`src/rtl/sdram_write_combiner_pkg.sv`:
```
// sdram_write_combiner_pkg: state encoding and width helpers shared by the write combiner files.
package sdram_write_combiner_pkg;
    typedef enum logic [2:0] {S_EMPTY, S_COLLECT, S_FLUSH, S_READ_REQ, S_READ_WAIT} wc_state_t;
    function automatic int burst_count_width(input int burst_max);
        return $clog2(burst_max) + 1;
    endfunction
endpackage

```
`src/rtl/sdram_wc_buffer.sv`:
```
// sdram_wc_buffer: burst staging array of data+byteenable, written one word per cycle, read asynchronously.
module sdram_wc_buffer #(
    parameter int DATA_W = 16,
    parameter int BE_W = 2,
    parameter int DEPTH = 64,
    parameter int IW = 6
) (
    input  logic              clk,
    input  logic              we,
    input  logic [IW-1:0]     wr_idx,
    input  logic [DATA_W-1:0] wdata,
    input  logic [BE_W-1:0]   wbe,
    input  logic [IW-1:0]     rd_idx,
    output logic [DATA_W-1:0] rdata,
    output logic [BE_W-1:0]   rbe
);
    logic [DATA_W+BE_W-1:0] mem [DEPTH];
    always_ff @(posedge clk)
        if (we) mem[wr_idx] <= {wdata, wbe};
    assign {rdata, rbe} = mem[rd_idx];
endmodule

```
`src/rtl/sdram_write_combiner.sv`:
```
// sdram_write_combiner: coalesces sequential single-word CPU writes into dbus bursts;
// reads flush pending writes first so a read always sees earlier writes.
module sdram_write_combiner
    import sdram_write_combiner_pkg::*;
#(
    parameter int WORD_WIDTH = 1,
    parameter int COL_WIDTH = 9,
    parameter int BANK_WIDTH = 2,
    parameter int ROW_WIDTH = 13,
    parameter int BURST_MAX = 64,
    parameter int FLUSH_TIMEOUT = 16,
    localparam int BYTE_AMOUNT = 2 ** WORD_WIDTH,
    localparam int ADDR_WIDTH = WORD_WIDTH + COL_WIDTH + BANK_WIDTH + ROW_WIDTH,
    localparam int DW = 8 * BYTE_AMOUNT,
    localparam int BCW = burst_count_width(BURST_MAX)
) (
    input  logic                   clk,
    input  logic                   rst,
    input  logic                   init_done,
    input  logic [ADDR_WIDTH-1:0]  cpu_address,
    input  logic                   cpu_read,
    input  logic                   cpu_write,
    input  logic [DW-1:0]          cpu_writedata,
    input  logic [BYTE_AMOUNT-1:0] cpu_byteenable,
    output logic                   cpu_waitrequest,
    output logic [DW-1:0]          cpu_readdata,
    output logic                   cpu_readdatavalid,
    output logic [ADDR_WIDTH-1:0]  dbus_address,
    output logic [BCW-1:0]         dbus_burstcount,
    output logic                   dbus_read,
    output logic                   dbus_write,
    output logic [DW-1:0]          dbus_writedata,
    output logic [BYTE_AMOUNT-1:0] dbus_byteenable,
    input  logic                   dbus_waitrequest,
    input  logic [DW-1:0]          dbus_readdata,
    input  logic                   dbus_readdatavalid
);
    localparam int IW = $clog2(BURST_MAX);
    localparam int CSW = COL_WIDTH + BCW;
    localparam int TW = $clog2(FLUSH_TIMEOUT) + 1;
    wc_state_t state;
    logic [ADDR_WIDTH-1:0] base, raddr;
    logic [BCW-1:0] count, rd_ptr;
    logic [TW-1:0] idle_cnt;
    logic [CSW-1:0] col_end;
    logic req, append_ok, accept, last_word;
    assign req = cpu_read || cpu_write;
    // a burst must stay inside one row, so the column of the next word must not wrap
    assign col_end = CSW'(base[WORD_WIDTH +: COL_WIDTH]) + CSW'(count);
    assign append_ok = state == S_COLLECT && cpu_write && !cpu_read
        && cpu_address == base + (ADDR_WIDTH'(count) << WORD_WIDTH)
        && count < BCW'(BURST_MAX) && col_end < CSW'(2 ** COL_WIDTH);
    assign accept = rst && init_done && (state == S_EMPTY ? req : append_ok);
    assign cpu_waitrequest = !accept;
    assign last_word = rd_ptr == count - 1'b1;
    assign dbus_address = state == S_READ_REQ ? raddr : base;
    assign dbus_burstcount = state == S_READ_REQ ? BCW'(1) : count;
    sdram_wc_buffer #(.DATA_W(DW), .BE_W(BYTE_AMOUNT), .DEPTH(BURST_MAX), .IW(IW)) u_buf (
        .clk(clk),
        .we(accept && !cpu_read),
        .wr_idx(state == S_EMPTY ? '0 : count[IW-1:0]),
        .wdata(cpu_writedata),
        .wbe(cpu_byteenable),
        .rd_idx(rd_ptr[IW-1:0]),
        .rdata(dbus_writedata),
        .rbe(dbus_byteenable)
    );
    always_ff @(posedge clk or negedge rst) begin
        if (!rst) begin
            state <= S_EMPTY;
            base <= '0;
            raddr <= '0;
            count <= '0;
            rd_ptr <= '0;
            idle_cnt <= '0;
            dbus_read <= 1'b0;
            dbus_write <= 1'b0;
            cpu_readdata <= '0;
            cpu_readdatavalid <= 1'b0;
        end else begin
            cpu_readdatavalid <= 1'b0;
            case (state)
                S_EMPTY: begin
                    if (accept && cpu_read) begin
                        raddr <= cpu_address;
                        dbus_read <= 1'b1;
                        state <= S_READ_REQ;
                    end else if (accept) begin
                        base <= cpu_address;
                        count <= BCW'(1);
                        idle_cnt <= '0;
                        state <= S_COLLECT;
                    end
                end
                S_COLLECT: begin
                    if (accept) begin
                        count <= count + 1'b1;
                        idle_cnt <= '0;
                        // filling the last slot starts the flush right away
                        if (count == BCW'(BURST_MAX - 1)) begin
                            dbus_write <= 1'b1;
                            state <= S_FLUSH;
                        end
                    end else if (req || count == BCW'(BURST_MAX) || idle_cnt == TW'(FLUSH_TIMEOUT - 1)) begin
                        idle_cnt <= '0;
                        dbus_write <= 1'b1;
                        state <= S_FLUSH;
                    end else begin
                        idle_cnt <= idle_cnt + 1'b1;
                    end
                end
                S_FLUSH: begin
                    if (!dbus_waitrequest) begin
                        rd_ptr <= last_word ? '0 : rd_ptr + 1'b1;
                        count <= last_word ? '0 : count;
                        dbus_write <= !last_word;
                        state <= last_word ? S_EMPTY : S_FLUSH;
                    end
                end
                S_READ_REQ: begin
                    if (!dbus_waitrequest || dbus_readdatavalid) begin
                        dbus_read <= 1'b0;
                        state <= dbus_readdatavalid ? S_EMPTY : S_READ_WAIT;
                        if (dbus_readdatavalid) begin
                            cpu_readdata <= dbus_readdata;
                            cpu_readdatavalid <= 1'b1;
                        end
                    end
                end
                S_READ_WAIT: begin
                    if (dbus_readdatavalid) begin
                        cpu_readdata <= dbus_readdata;
                        cpu_readdatavalid <= 1'b1;
                        state <= S_EMPTY;
                    end
                end
                default: state <= S_EMPTY;
            endcase
        end
    end
endmodule

```
`config.mk`:
```
export PLATFORM = sky130hd
export DESIGN_NAME = sdram_write_combiner
export DESIGN_NICKNAME = d
export VERILOG_FILES = /design/src/rtl/sdram_write_combiner_pkg.sv /design/src/rtl/sdram_wc_buffer.sv /design/src/rtl/sdram_write_combiner.sv
export SDC_FILE = /design/constraint.sdc
export NUM_CORES = 1
export LEC_CHECK = 0
export CORE_UTILIZATION = 45
export DETAILED_ROUTE_END_ITERATION = 12
export PLACE_DENSITY = 0.65
export SLEW_MARGIN = 20
export SYNTH_ARGS = -nofsm -noshare
export SYNTH_HDL_FRONTEND = slang
export SYNTH_HIERARCHICAL = 1
export SYNTH_SLANG_ARGS = --single-unit
export TNS_END_PERCENT = 20
```
`constraint.sdc`:
```
create_clock -name clk -period 11.7 [get_ports clk]
set_input_delay 1.755 -clock clk [delete_from_list [all_inputs] [get_ports clk]]
set_output_delay 1.755 -clock clk [all_outputs]
set_load 0.01 [all_outputs]
```
==> impl_metrics.py, run 1 <==
metrics = {
    "detailed_routing": {
        "via_count": 25100,
        "wirelength_um": 118000,
        "drc": 0,
        "firstDrtPassIters": 5,
        "ant_nets": 0,
        "drt_first_iter_violations": 2498,
        "via_per_inst": 5.89,
        "wl_per_cell_um": 27.7,
    },
    "synthesis": {
        "synth_top_area_cell": "edfxtp_1",
        "synth-seq-cells": 1243,
        "seq_area_frac_synth_pct": 74.1,
        "yosysTopAreaCellShare_pct": 69.5,
        "ys_top_cells_by_area": "edfxtp_1, mux4_2, dfrtp_1, mux2_2, mux2i_1",
        "syn_inst": 2489,
        "yosys_warnings": 6,
        "ys_async_sr_fraction_pct": 7.32,
        "synth_edf_count": 1152,
        "ys.flop_type": "edfxtp_1",
        "ys_types": 72,
        "synth_area_um2": 49700,
        "synth_nets": 2568,
        "avgSynthCellArea_um2": 20.0,
    },
    "die": {
        "fp.dieH_um": 334,
        "die-area_um2": 112000,
        "core_area_um2": 109000,
        "rows": 121,
        "pin_count": 136,
        "start_util_pct": 45.6,
        "dieWidth_um": 334,
    },
    "clock_network": {
        "cts_hold_buf": 0,
        "cts_resized": 0,
        "cts_tree": "yes",
        "numCtsBuffers": 119,
        "clockBufferDepth": 3,
        "post_cts_buffers": 0,
        "insertion_delay_ns": 0.71,
        "root_buffer": "clkbuf_16",
        "htreeDepth": 3,
        "path_clk_slew_ns": 0.06,
        "cts.sinks": 1243,
    },
    "grt": {
        "grt_pass1_vias": 25400,
        "grt_pass1_wl_um": 173000,
        "grt-ovfl-total": 0,
        "antenna_found_initial": 2,
        "grt_max_degree": 108,
        "grt.total_usage_pct": 21.2,
    },
    "power_and_ir_drop": {
        "power.density_nw_per_um2": 226,
        "ir_worst_vdd_uv": 215,
        "p_leak_nw": 18.1,
    },
    "sta": {
        "worst_hold_slack_ns": 0.480,
        "setup_viol": 0,
        "slew_headroom_pct": 22.2,
        "worstMarginPinSlew_ns": 1.17,
        "fin_ws_ns": 4.83,
        "max_freq_mhz": 146,
        "fin_skew_ns": 0.0301,
        "final-max-slew-violation-count": 0,
        "rsz0062_at_grt": "no",
        "final_hold_viol_count": 0,
        "period_share_pct": 58.7,
        "finalSetupTns_ns": 0,
        "finalCriticalPeriod_ns": 6.87,
    },
    "min_path": {
        "hold_path.startpoint": "idle_cnt[4]$_DFFE_PN0P_",
        "hp-class": "reg -> reg",
    },
    "layout": {
        "stdcell_area_um2": 56700,
        "fillers": 8446,
        "area_growth_pct": 13.9,
        "nets": 2759,
        "drive_above_1_share_pct": 25.4,
    },
    "place": {
        "dpl.hpwl_um": 70300,
        "post-place-ws_ns": 4.86,
        "io_buffers": 135,
        "post_dp_cell_area_um2": 52800,
        "place_congestion": 0.843,
    },
    "flow_run": {
        "cap_violations": 0,
    },
    "critical_path": {
        "crit_fanout": 102,
        "path_class": "reg -> out",
        "reg2reg_from": "count[2]$_DFFE_PN0P_",
        "start_kind": "register",
        "end_kind": "primary output",
        "required_ns": 9.95,
        "worstPathArrival_ns": 5.12,
        "critPathLaunch": "rd_ptr[0]$_DFFE_PN0P_",
    },
    "status": {
        "status": "completed",
    },
}
-- synth_stat cells (all sizes together), types with 15 or more instances --
master / count
edfxtp: 1152
mux4: 300
nor2: 114
nand2: 110
dfrtp: 91
mux2: 85
o21ai: 78
buf: 72
mux2i: 68
clkbuf: 55
a21oi: 48
nand3: 31
o22ai: 29
xnor2: 28
a211oi: 21
nor3: 21
xor2: 16
inv: 15
-- path summary, 6_finish.rpt --
path	slack, ns	cells after the start	to
worst min register to register	0.48	2	idle_cnt[4]$_DFFE_PN0P_
worst max-delay path	4.83	8	dbus_writedata[5]
max in group asynchronous	9.42	2	rd_ptr[3]$_DFFE_PN0P_
worst min-delay path	0.48	2	idle_cnt[4]$_DFFE_PN0P_
worst max register to register	6.01	12	u_buf/mem[7][9]$_DFFE_PP_
min in group asynchronous	1.02	1	raddr[21]$_DFFE_PN0P_
-- final cells by class --
class,instances,area (um2),area share (%)
Clock buffer,144,3100,5.48
Antenna cell,1,2.50,0.00442
Sequential cell,1243,36900,65.1
Multi-Input combinational cell,1103,12300,21.7
Tap cell,1476,1850,3.26
Clock inverter,75,706,1.25
Timing Repair Buffer,197,1750,3.09
Inverter,16,60.1,0.106
-- stage by stage --
| stage | std cells | power (mW) | utilization (%) |
|---|---|---|---|
| 2_1_floorplan | 2489 | 7.78 | - |
| 3_3_place_gp | 4034 | 9.14 | 48.4 |
| 3_5_place_dp | 4034 | 9.19 | 48.4 |
| 4_1_cts | 4253 | 12.9 | 51.8 |
| 5_1_grt | 4254 | 13.3 | 51.9 |
| 6_report | 4255 | 12.8 | 51.9 |
-- cell families after synthesis --
kind of cell,after synthesis,synth area share (%)
compound gates,224,2.79
flops,1243,74.1
simple gates,369,3.57
xor+xnor,44,0.775
mux,453,16.9
buf+inv,143,1.53
fa+ha+maj,13,0.342
-- sequential cells by signal (all words and copies together) (netlist names) --
signal	cells
dbus_write	1
raddr	25
cpu_readdatavalid	1
count	7
cpu_readdata	16
u_buf/mem	1152
idle_cnt	5
dbus_read	1
state	3
base	25
rd_ptr	7
-- metal layers --
| layer | track usage (%) | routed length, um | vias up |
|---|---|---|---|
| li1 | - | - | 10600 |
| met1 | 28.3 | 46700 | 13300 |
| met2 | 35.5 | 59500 | 951 |
| met3 | 3.43 | 8180 | 182 |
| met4 | 6.96 | 3560 | 2 |
| met5 | 0 | 8 | - |
-- power by group --
group          leakage (nW)  internal, mW  switching (mW)  total, mW
clock                  1.86          2.09            1.63       3.72
sequential             11.5          5.00           0.303       5.31
combinational          4.80          1.76            2.02       3.78
-- critical path: stages (launching register included) --
cell and delay, ns:
dfrtp_4 0.75, buf_4 0.56, buf_12 0.64, mux4_2 0.60
mux2i_1 0.15, a211oi_1 0.15, o21ai_0 0.64, o21ai_1 0.29
clkdlybuf4s50_1 0.56
-- cells in the final DEF, fill, tap and decap left out, types with 31 or more instances in the layout --
cell / count
edfxtp_1: 1152
mux4_2: 300
clkbuf_16: 120
clkdlybuf4s50_1: 116
nand2_1: 110
dfrtp_1: 86
mux2_2: 85
nor2_1: 72
mux2i_1: 68
buf_4: 60
o21ai_0: 55
a21oi_1: 47
nand3_1: 31
Note: power is estimated with default switching activity, not from simulation.
==> run 2: changes to the inputs <==
- PLACE_DENSITY: 0.65 -> 0.68
- clock period: 11.7 -> 6.2 ns (I/O delays scaled with it)
==> impl_metrics.py, run 2 (synthesis gave the netlist of run 1 again) <==
metrics = {
    "die": {
        "start_util_pct": 45.6,
        "die-area_um2": 112000,
        "pin_count": 136,
        "fp.dieH_um": 334,
        "dieWidth_um": 334,
        "rows": 121,
        "core_area_um2": 109000,
    },
    "flow_run": {
        "cap_violations": 0,
    },
    "sta": {
        "slew_headroom_pct": 30.6,
        "finalCriticalPeriod_ns": 5.57,
        "period_share_pct": 89.8,
        "setup_viol": 0,
        "rsz0062_at_grt": "no",
        "finalSetupTns_ns": 0,
        "max_freq_mhz": 180,
        "final_hold_viol_count": 0,
        "final-max-slew-violation-count": 0,
        "worstMarginPinSlew_ns": 1.04,
        "fin_skew_ns": 0.0216,
    },
    "clock_network": {
        "cts_tree": "yes",
        "insertion_delay_ns": 0.71,
        "post_cts_buffers": 0,
        "clockBufferDepth": 3,
        "path_clk_slew_ns": 0.06,
        "htreeDepth": 3,
        "cts_resized": 0,
        "cts.sinks": 1243,
        "root_buffer": "clkbuf_16",
        "cts_hold_buf": 0,
        "numCtsBuffers": 117,
    },
    "detailed_routing": {
        "drt_first_iter_violations": 2777,
        "drc": 0,
        "ant_nets": 0,
        "via_count": 25400,
        "via_per_inst": 5.90,
        "wirelength_um": 120000,
        "firstDrtPassIters": 5,
        "wl_per_cell_um": 27.9,
    },
    "layout": {
        "top_regs": "u_buf/mem x1152, base x25, raddr x25",
        "drive_above_1_share_pct": 26.9,
        "area_growth_pct": 14.8,
        "layout_common_cells": "edfxtp_1, mux4_2, clkbuf_16, clkdlybuf4s50_1, nand2_1",
        "largest-register": "u_buf/mem",
        "largest_reg_flops": 1152,
        "layout_commonest_cell": "edfxtp_1",
        "nets": 2809,
    },
    "status": {
        "status": "completed",
    },
    "grt": {
        "grt_max_degree": 69,
        "grt-ovfl-total": 0,
        "antenna_found_initial": 5,
        "grt.total_usage_pct": 21.6,
        "grt_pass1_vias": 26200,
        "grt_pass1_wl_um": 177000,
    },
    "critical_path": {
        "crit_fanout": 32,
        "worstPathArrival_ns": 4.64,
        "path_class": "reg -> out",
        "start_kind": "register",
        "required_ns": 5.27,
        "end_kind": "primary output",
    },
    "place": {
        "io_buffers": 135,
        "dpl.hpwl_um": 72900,
        "place_congestion": 0.941,
    },
    "power_and_ir_drop": {
        "power_mw": 24.6,
        "p_leak_nw": 18.4,
        "ir_worst_vdd_uv": 537,
        "power.density_nw_per_um2": 431,
    },
    "min_path": {
        "hp-class": "in -> async",
    },
}
run 2: cell count changes in the layout (fill, tap and decap cells not counted), moves of 5 or more:
cell        delta
clkinvlp_4     +6
nor2_2        +13
clkinv_2       -8
buf_4         +49
nor2_4        -12
buf_12         +5
run 2: through the flow:
step	worst slack, ns	instance area (um2)	utilization, %	hold slack, ns	instances
floorplan	1.68	49700	-	0.450	2489
global placement	1.07	53200	48.8	0.462	4087
detailed placement	0.952	53200	48.8	0.462	4087
CTS	0.636	57100	52.3	0.108	4307
global route	0.447	57100	52.3	0.144	4309
finish	0.634	57100	52.3	0.137	4309
run 2: layout make-up:
class,count,area (um2)
Inverter,16,60.1
Antenna cell,2,5.00
Fill cell,8393,52000
Tap cell,1476,1850
Sequential cell,1243,36900
Clock buffer,142,3070
Clock inverter,78,807
Multi-Input combinational cell,1103,12200
Timing Repair Buffer,249,2200
run 2: worst paths after layout:
path,cells after the start,endpoint,from,slack (ns)
max,8,dbus_writedata[0],rd_ptr[0]$_DFFE_PN0P_,0.63
min,1,cpu_readdatavalid$_DFF_PN0_,rst,0.14
max reg2reg,14,u_buf/mem[8][10]$_DFFE_PP_,count[5]$_DFFE_PN0P_,1.15
min reg2reg,2,idle_cnt[4]$_DFFE_PN0P_,idle_cnt[4]$_DFFE_PN0P_,0.48
max in group asynchronous,2,rd_ptr[0]$_DFFE_PN0P_,rst,4.76
min in group clk,2,idle_cnt[4]$_DFFE_PN0P_,idle_cnt[4]$_DFFE_PN0P_,0.48
run 2: layer usage:
metal	global-route usage (%)	wire length, um
met2	36.3	60300
met4	7.45	3730
met5	0	8
met1	28.7	46000
met3	3.74	10200
run 2: critical path, stage by stage (launching register included):
cell and delay, ns:
dfrtp_4 0.89, buf_12 0.34, buf_4 0.29, mux4_2 0.54, o21ai_0 0.18, a21oi_1 0.13, o21ai_0 0.69, o21ai_1 0.25
clkdlybuf4s50_1 0.56
run 2: power breakdown:
group          internal [mW]  leakage [nW]  switching, mW
Combinational           3.40          5.10           3.99
Sequential              9.44          11.5          0.577
Clock                   4.09          1.87           3.13
Total                   16.9          18.4           7.69
